$ cat config.mk
export PLATFORM = sky130hd
export DESIGN_NAME = freq_sweep_ctrl
export DESIGN_NICKNAME = d
export VERILOG_FILES = /design/src/rtl/freq_sweep_ctrl.sv
export SDC_FILE = /design/constraint.sdc
export NUM_CORES = 1
export LEC_CHECK = 0
export CORE_MARGIN = 2
export CORE_UTILIZATION = 61
export CTS_CLUSTER_DIAMETER = 50
export CTS_CLUSTER_SIZE = 14
export DETAILED_ROUTE_END_ITERATION = 7
export PLACE_DENSITY_LB_ADDON = 0.05
export REMOVE_ABC_BUFFERS = 1
export SLEW_MARGIN = 20
export SYNTH_ARGS = -nofsm -noshare
export SYNTH_HDL_FRONTEND = slang
export SYNTH_SLANG_ARGS = --single-unit
$ cat constraint.sdc
create_clock -name clk -period 9.8 [get_ports clk]
set_input_delay 1.96 -clock clk [delete_from_list [all_inputs] [get_ports clk]]
set_output_delay 1.96 -clock clk [all_outputs]
set_load 0.005 [all_outputs]
$ cat src/rtl/freq_sweep_ctrl.sv
// freq_sweep_ctrl: steps the phase-accumulator frequency word from f_start to f_stop,
// holding each point dwell+1 cycles, single-shot or continuous, with abort.
module freq_sweep_ctrl #(
    parameter int FW = 8,
    parameter int DW = 16
) (
    input  logic          clk,
    input  logic          rst_n,
    input  logic          start_i,
    input  logic          abort_i,
    input  logic          mode_i,
    input  logic [FW-1:0] f_start_i,
    input  logic [FW-1:0] f_stop_i,
    input  logic [FW-1:0] f_step_i,
    input  logic [DW-1:0] dwell_i,
    output logic [FW-1:0] freq_word_o,
    output logic          acc_en_o,
    output logic          point_strobe_o,
    output logic          busy_o,
    output logic          done_o
);
    typedef enum logic [1:0] {IDLE, RUN, FIN} state_t;
    state_t        state_q;
    logic [FW-1:0] start_q, stop_q, step_q, cur_q, cur_d;
    logic [DW-1:0] dwell_q, cnt_q;
    logic          mode_q, up_q, acc_en_q, strobe_q, busy_q, done_q, last_pt;
    logic [FW:0]   sum, diff;
    // One extra bit catches carry/borrow so the clamp never wraps past f_stop.
    always_comb begin
        sum     = {1'b0, cur_q} + {1'b0, step_q};
        diff    = {1'b0, cur_q} - {1'b0, step_q};
        cur_d   = up_q ? ((sum > {1'b0, stop_q}) ? stop_q : sum[FW-1:0])
                       : ((diff[FW] || diff[FW-1:0] < stop_q) ? stop_q : diff[FW-1:0]);
        last_pt = (cur_q == stop_q) || (step_q == '0);
    end
    always_ff @(posedge clk) begin
        if (!rst_n) begin
            state_q  <= IDLE;
            start_q  <= '0;
            stop_q   <= '0;
            step_q   <= '0;
            dwell_q  <= '0;
            mode_q   <= 1'b0;
            up_q     <= 1'b0;
            cur_q    <= '0;
            cnt_q    <= '0;
            acc_en_q <= 1'b0;
            strobe_q <= 1'b0;
            busy_q   <= 1'b0;
            done_q   <= 1'b0;
        end else begin
            strobe_q <= 1'b0;
            done_q   <= 1'b0;
            case (state_q)
                IDLE: if (start_i && !abort_i) begin
                    start_q  <= f_start_i;
                    stop_q   <= f_stop_i;
                    step_q   <= f_step_i;
                    dwell_q  <= dwell_i;
                    mode_q   <= mode_i;
                    up_q     <= f_stop_i >= f_start_i;
                    cur_q    <= f_start_i;
                    cnt_q    <= '0;
                    acc_en_q <= 1'b1;
                    busy_q   <= 1'b1;
                    strobe_q <= 1'b1;
                    state_q  <= RUN;
                end
                RUN: if (abort_i) begin
                    cur_q    <= '0;
                    acc_en_q <= 1'b0;
                    busy_q   <= 1'b0;
                    state_q  <= IDLE;
                end else if (cnt_q == dwell_q) begin
                    cnt_q <= '0;
                    if (last_pt && !mode_q) begin
                        cur_q    <= '0;
                        acc_en_q <= 1'b0;
                        busy_q   <= 1'b0;
                        done_q   <= 1'b1;
                        state_q  <= FIN;
                    end else begin
                        cur_q    <= last_pt ? start_q : cur_d;
                        strobe_q <= 1'b1;
                    end
                end else begin
                    cnt_q <= cnt_q + 1'b1;
                end
                default: state_q <= IDLE;
            endcase
        end
    end
    assign freq_word_o    = cur_q;
    assign acc_en_o       = acc_en_q;
    assign point_strobe_o = strobe_q;
    assign busy_o         = busy_q;
    assign done_o         = done_q;
endmodule

---- Word level (Yosys, flattened, before mapping) ----
Cells that the tools add are included.
operators by class
  add/sub/neg operators ................... 3
  multiply operators ...................... 0
  divide/modulo/power cells ............... 0
  $lt $le $gt $ge ......................... 3
  equal/unequal tests ..................... 7
  shift operators ......................... 0
  multiplexer cells ....................... 29
  bitwise logic cells ..................... 3
  reductions and logical operators ........ 15
operators by type and width
  cell                                                             count
  8-bit two-way mux                                                8
  16-bit two-way mux                                               3
  16-bit case mux with 2 select lines                              1
  16-bit by 1-bit adder with 16-bit output, second input constant  1
  16-bit == test                                                   1
  8-bit case mux with 2 select lines                               1
  8-bit by 8-bit adder with 9-bit output                           1
  9-bit by 8-bit > comparator with 1-bit output                    1
  1-bit two-way mux                                                9
  3-bit AND reduction                                              3
  8-bit by 8-bit subtractor with 9-bit output                      1
  8-bit == test                                                    1
  8-bit greater-or-equal comparator                                1
  8-bit logical NOT                                                1
  8-bit < comparator                                               1
  2-bit two-way mux                                                4
  3-bit inequality test, second input constant                     2
  2-bit inequality test, second input constant                     2
  1-bit case mux with 2 select lines                               2
  2-bit case mux with 2 select lines                               1
  4-bit AND reduction                                              1
  4-bit OR reduction                                               1
  1-bit NOT                                                        3
  2-bit by 1-bit == test with 1-bit output, second input constant  1
  6 further kinds                                                  9
storage, ports and cells
  register bits after elaboration ......... 71
  bits in latches ......................... 0
  RAM bits ................................ 0
  ROM bits ................................ 0
  input port bits ......................... 45
  output and inout bits ................... 12
  word-level logic and storage cells ...... 72
  memories ................................ 0

---- Longest topological paths before layout ----
  depth in word-level cells ............... 10
  depth in mapped cells ................... 16
  depth with buffers taken out ............ 16

---- Worst setup path after synthesis ----
Ideal clock, no wire load.
  path kind ............................... reg2reg
  from .................................... reg cur_q[1] (netlist: freq_word_o[1])
  to ...................................... reg cur_q[0] (netlist: freq_word_o[0])
  library setup time ...................... 0.086 ns
  arrival ................................. 3.576 ns
  data required time ...................... 9.714 ns
  slack ................................... 6.138 ns
  stages on the path, launching flop included .. 15
  path buffers ............................ 0
  period minus slack after synthesis ...... 3.662 ns
  cell sequence ........................... dfxtp_1 > ha_1 > nor2b_1 > o31a_1 > o21ai_0 > a211oi_1 > xor2_1 > ha_1 > nand2_1 > nor3_1 > a21oi_1 > nor3_2 > mux2_2 > o311a_1 > a221oi_2
on the way
  longest elaborated chain between the ends .. 10
  elaborated cells on any way between the ends .. 16
  those cells by class .................... add/sub: 2; order compare: 2; eq/ne: 1; mux: 8; reduce/logical: 3
ends and longest elaborated chain
  element                                      line  text
  from (decl)                                  24    logic [FW-1:0] start_q, stop_q, step_q, cur_q, cur_d;
  from (signal assigned)                       62    cur_q <= f_start_i;
  from (signal assigned)                       83    cur_q <= last_pt ? start_q : cur_d;
  8-bit by 8-bit subtractor with 9-bit output  31    diff = {1'b0, cur_q} - {1'b0, step_q};
  8-bit < comparator                           33    : ((diff[FW] || diff[FW-1:0] < stop_q) ? stop_q : diff[FW-1:0]);
  1-bit logical OR                             33
  8-bit two-way mux                            33
  8-bit two-way mux                            32    cur_d = up_q ? ((sum > {1'b0, stop_q}) ? stop_q : sum[FW-1:0])
  8-bit two-way mux                            83
  8-bit two-way mux *                          76    if (last_pt && !mode_q) begin
  8-bit two-way mux *                          74    end else if (cnt_q == dwell_q) begin
  8-bit two-way mux *                          69    RUN: if (abort_i) begin
  8-bit case mux with 2 select lines *         54    case (state_q)
Mark *: on every way between the ends. The rest lies on a longest branch, timed or not. The select of a mux whose other input is x is not followed.
A chain may end at the register's enable or synchronous reset.

---- Worst setup path after layout ----
Ends and elaborated chain as after synthesis.

==> implementation parameters <==
Parameter                              Value

Timing
  Peak clock frequency supported by timing ... 236 MHz
  Period utilisation layout ... between 40 and 50%
  Final Hold Fails ... 0
  Relative slew slack ... 50.2%
  Worst Tran Pin Value ... around 0.74 ns
  Final Setup Violations ... 0
  Final Slew Violations ... 0
  Final setup skew ... approximately 0.011 ns
  Final critical-path required period ... between 4 and 5 ns
  Setup tns final ... 0 ns
  Unrepaired setup endpoints after global routing ... false

Finish
  Share of post-route cells with drive strength above 1 ... approximately 6.3%
  Net count of the finished layout ... 722
  Antenna diode instance count ... 0
  Relative area change from synthesis to final layout ... 17.7%

Worst setup path
  Startpoint types ... flip-flop
  Family with the most delay on the worst path ... compound AO/OA/AOI/OAI gates
  Max incr delay on CP ... 0.58 ns
  WP data arrival ... 4.49 ns
  Category of the critical setup timing path ... reg2reg
  Slowest stage cell on the critical path ... sky130_fd_sc_hd__nor3_2
  Worst path buffer plus inverter count ... 0
  Worst Path Required ... around 10 ns
  Endpoint type of the worst setup path ... flip-flop
  Critical path, cell by cell ... ha_1 > nor2b_1 > o31a_1 > o21ai_0 > a211oi_1 > xor2_1 > ha_1 > nand2_1 > nor3_1 > a21oi_1 > nor3_2 > mux2_2 > o311a_1 > a221oi_2
  Cell mode on critical path ... sky130_fd_sc_hd__ha_1
  Crit-path max FO ... 7

Power and ir drop
  Leakage ... 2.16 nW
  Power share of the combinational group ... 33.6%
  Sum of internal, switching and leakage power ... 0.877 mW
  Switching part of the total ... approximately 34%
  Design internal power ... between 0.5 and 0.6 mW
  NetSw ... 0.299 mW
  Sequential cell fraction of total power ... 36.4%
  P per Cell Area ... 160 nW/um^2
  IR drop worst, VDD ... between 0.00008 and 0.00009 V
  Share of total power in the clock network ... 30.1%

Run status
  Outcome ... finished clean

Die
  FP Rows ... 31
  Height of the chip ... 91.4 um
  Core box area ... 7330 um^2
  Die Span X ... 91.4 um
  Top-level I/O count ... 57
  Area of the die ... 8360 um^2
  Initial core utilization ... between 60 and 70%

GRT
  Vias in the first global route ... 4,229
  Met1 GRT Util ... 34.1%
  Met2 routing resource usage after global routing ... 51.8%
  Maximum number of pins on one net before global-route repair ... 40
  Total GRT Usage ... between 20% and 30%
  Remaining global-route overflow ... 0
  Global route hottest layer ... met2
  Number of antenna violations at the first check in global routing ... 0
  Met3 track utilization from global routing ... between 4 and 5%
  Wire length of the first global-routing pass ... between 15,000 and 20,000 um

Clocking
  Insertion delay of the later-clocked pin in the worst-skew pair ... 0.35 ns
  CTS resizes ... 0
  Hold buffer count at CTS ... 0
  Post-CTS Setup Bufs ... 0
  Clock root buffer ... sky130_fd_sc_hd__clkbuf_8
  Number of buffers added by the clock tree synthesis step ... 9
  CTS tree ... done
  Maximum clock path buffer count ... 2
  # clock sinks ... 71
  Level count of the clock H-tree ... 3
  Clk slew on worst S/H paths ... around 0.080 ns

Routing
  Drt initial violations ... 203
  Antenna viol nets, final ... 0
  Total DRC errors in the routed layout ... 0
  Final routed wirelength across all metal layers ... 11,700 um
  First-pass iteration count of the detailed router ... 4
  Drt via density ... 5.76
  WL/cell ... 15.8 um
  Vias ... 4,259

Yosys
  Cell count after synthesis ... 591
  Number of flops mapped to enable cells by yosys ... 0
  Number of warnings reported in the yosys synthesis log ... 0
  Most used DFF post-synth ... sky130_fd_sc_hd__dfxtp_1
  Combined area of all synthesized cells ... roughly 4700 um^2
  Ranking of synthesized cells by instance count ... sky130_fd_sc_hd__nand2_1 (104), sky130_fd_sc_hd__dfxtp_1 (71), sky130_fd_sc_hd__a21oi_1 (66)
  Mean post-synth cell area ... 7.89 um^2
  Share of synthesized flip-flops with an asynchronous set or reset ... 0%
  Seq cells post-synth ... 71
  Post-synthesis cell type with the largest combined area ... sky130_fd_sc_hd__dfxtp_1
  Most frequent cell after synthesis ... sky130_fd_sc_hd__nand2_1
  Top area cells in the synthesized netlist ... sky130_fd_sc_hd__dfxtp_1 (30%), sky130_fd_sc_hd__ha_1 (11%), sky130_fd_sc_hd__nand2_1 (8.4%)
  Proportion of netlist area held by the largest area contributor ... 30.5%
  Seq/Total Area, Yosys ... 30.5%
  Yosys cell types ... 60

Placement
  Final estimated routing congestion in global placement ... 0.919
  Detail Placement HPWL ... 8920 um
  Number of buffer cells added on primary ports ... 56

Run
  Max_cap viols ... 0

Worst hold path
  Path type of the worst min-delay path ... reg2reg
[final cells by class]
cell class,instances,area (um^2)
clock buffer,10,128
inverter,39,146
fill,569,1840
multi-input combinational,453,2980
clock inverter,6,92.6
timing repair buffer,61,598
tap,99,124
sequential,71,1420
[cell usage in the layout, fill, tap and decap left out, types with 3 or more instances in the layout]
cell type	synthesis	routed
sky130_fd_sc_hd__a211oi_1	4	4
sky130_fd_sc_hd__a21oi_1	66	66
sky130_fd_sc_hd__a221o_1	3	3
sky130_fd_sc_hd__a221oi_1	4	4
sky130_fd_sc_hd__and3_1	3	3
sky130_fd_sc_hd__buf_4	1	5
sky130_fd_sc_hd__clkbuf_8	0	9
sky130_fd_sc_hd__clkdlybuf4s50_1	0	56
sky130_fd_sc_hd__dfxtp_1	71	71
sky130_fd_sc_hd__ha_1	40	40
sky130_fd_sc_hd__inv_1	39	39
sky130_fd_sc_hd__mux2i_1	13	13
sky130_fd_sc_hd__nand2_1	104	104
sky130_fd_sc_hd__nand2b_1	7	7
sky130_fd_sc_hd__nand3_1	12	12
sky130_fd_sc_hd__nand3b_1	3	3
sky130_fd_sc_hd__nand4_1	6	6
sky130_fd_sc_hd__nor2_1	47	47
sky130_fd_sc_hd__nor2b_1	5	5
sky130_fd_sc_hd__nor3_1	8	8
sky130_fd_sc_hd__nor3_2	3	3
sky130_fd_sc_hd__nor4_1	9	9
sky130_fd_sc_hd__o21a_1	5	5
sky130_fd_sc_hd__o21ai_0	17	17
sky130_fd_sc_hd__o221a_2	5	5
sky130_fd_sc_hd__or4_1	3	3
sky130_fd_sc_hd__xnor2_1	18	18
sky130_fd_sc_hd__xor2_1	28	28
[registers in the layout (all words and copies together), names as in the netlist]
signal          flops
cnt_q              16
freq_word_o         8
mode_q              1
done_o              1
busy_o              1
start_q             8
point_strobe_o      1
dwell_q            16
stop_q              8
state_q             2
step_q              8
up_q                1
[power groups by stage]
| stage | logic, mW | registers [mW] | clock network (mW) |
|---|---|---|---|
| after floorplan | 0.204 | 0.320 | 0 |
| after global placement | 0.284 | 0.324 | 0 |
| after detailed placement | 0.290 | 0.325 | 0 |
| after CTS | 0.292 | 0.318 | 0.268 |
| after global routing | 0.327 | 0.321 | 0.277 |
| final | 0.295 | 0.319 | 0.264 |
[worst min-delay path, delay by kind of cell, from the launching register on]
kind	cells	cell delay [ns]
AOI/OAI and AO/OA	1	0.05
DFF	1	0.32
and+or+nand+nor	1	0.05
[logic make-up after synthesis]
kind of cell	Yosys count	synth area share, %
AND/OR/NAND/NOR	219	21.6
AO/OA/AOI/OAI	132	18.9
flip-flops	71	30.5
buffers and inverters	67	5.77
XOR/XNOR	46	8.64
adder cells (fa/ha/maj)	42	11.6
multiplexers	14	3.03
[layer usage]
| layer | up-vias | wire [um] |
|---|---|---|
| met4 | 0 | 308 |
| met3 | 25 | 437 |
| met5 | - | 0 |
| met1 | 1998 | 5080 |
| li1 | 2130 | - |
| met2 | 106 | 5880 |
[path summary, 6_finish.rpt]
kind                                       to  cells after the start                        start  slack (ns)
setup / recovery  freq_word_o[0]$_SDFFE_PN0P_                     14  freq_word_o[1]$_SDFFE_PN0P_        5.57
hold / removal        start_q[1]$_SDFFE_PN0P_                      2      start_q[1]$_SDFFE_PN0P_        0.47
setup reg to reg  freq_word_o[0]$_SDFFE_PN0P_                     14  freq_word_o[1]$_SDFFE_PN0P_        5.57
hold reg to reg       start_q[1]$_SDFFE_PN0P_                      2      start_q[1]$_SDFFE_PN0P_        0.47
[metrics by stage]
stage / hold slack [ns] / utilization (%) / instance area (um^2) / std cells / setup slack, ns
after floorplan: 0.436 / - / 4540 / 563 / 3.09
after global placement: 0.442 / 71.9 / 5270 / 723 / 5.37
after detailed placement: 0.453 / 71.9 / 5270 / 723 / 5.27
after CTS: 0.464 / 74.9 / 5490 / 739 / 5.64
after global routing: 0.479 / 74.9 / 5490 / 739 / 5.31
final: 0.466 / 74.9 / 5490 / 739 / 5.57
(Power assumes the default switching activity.)
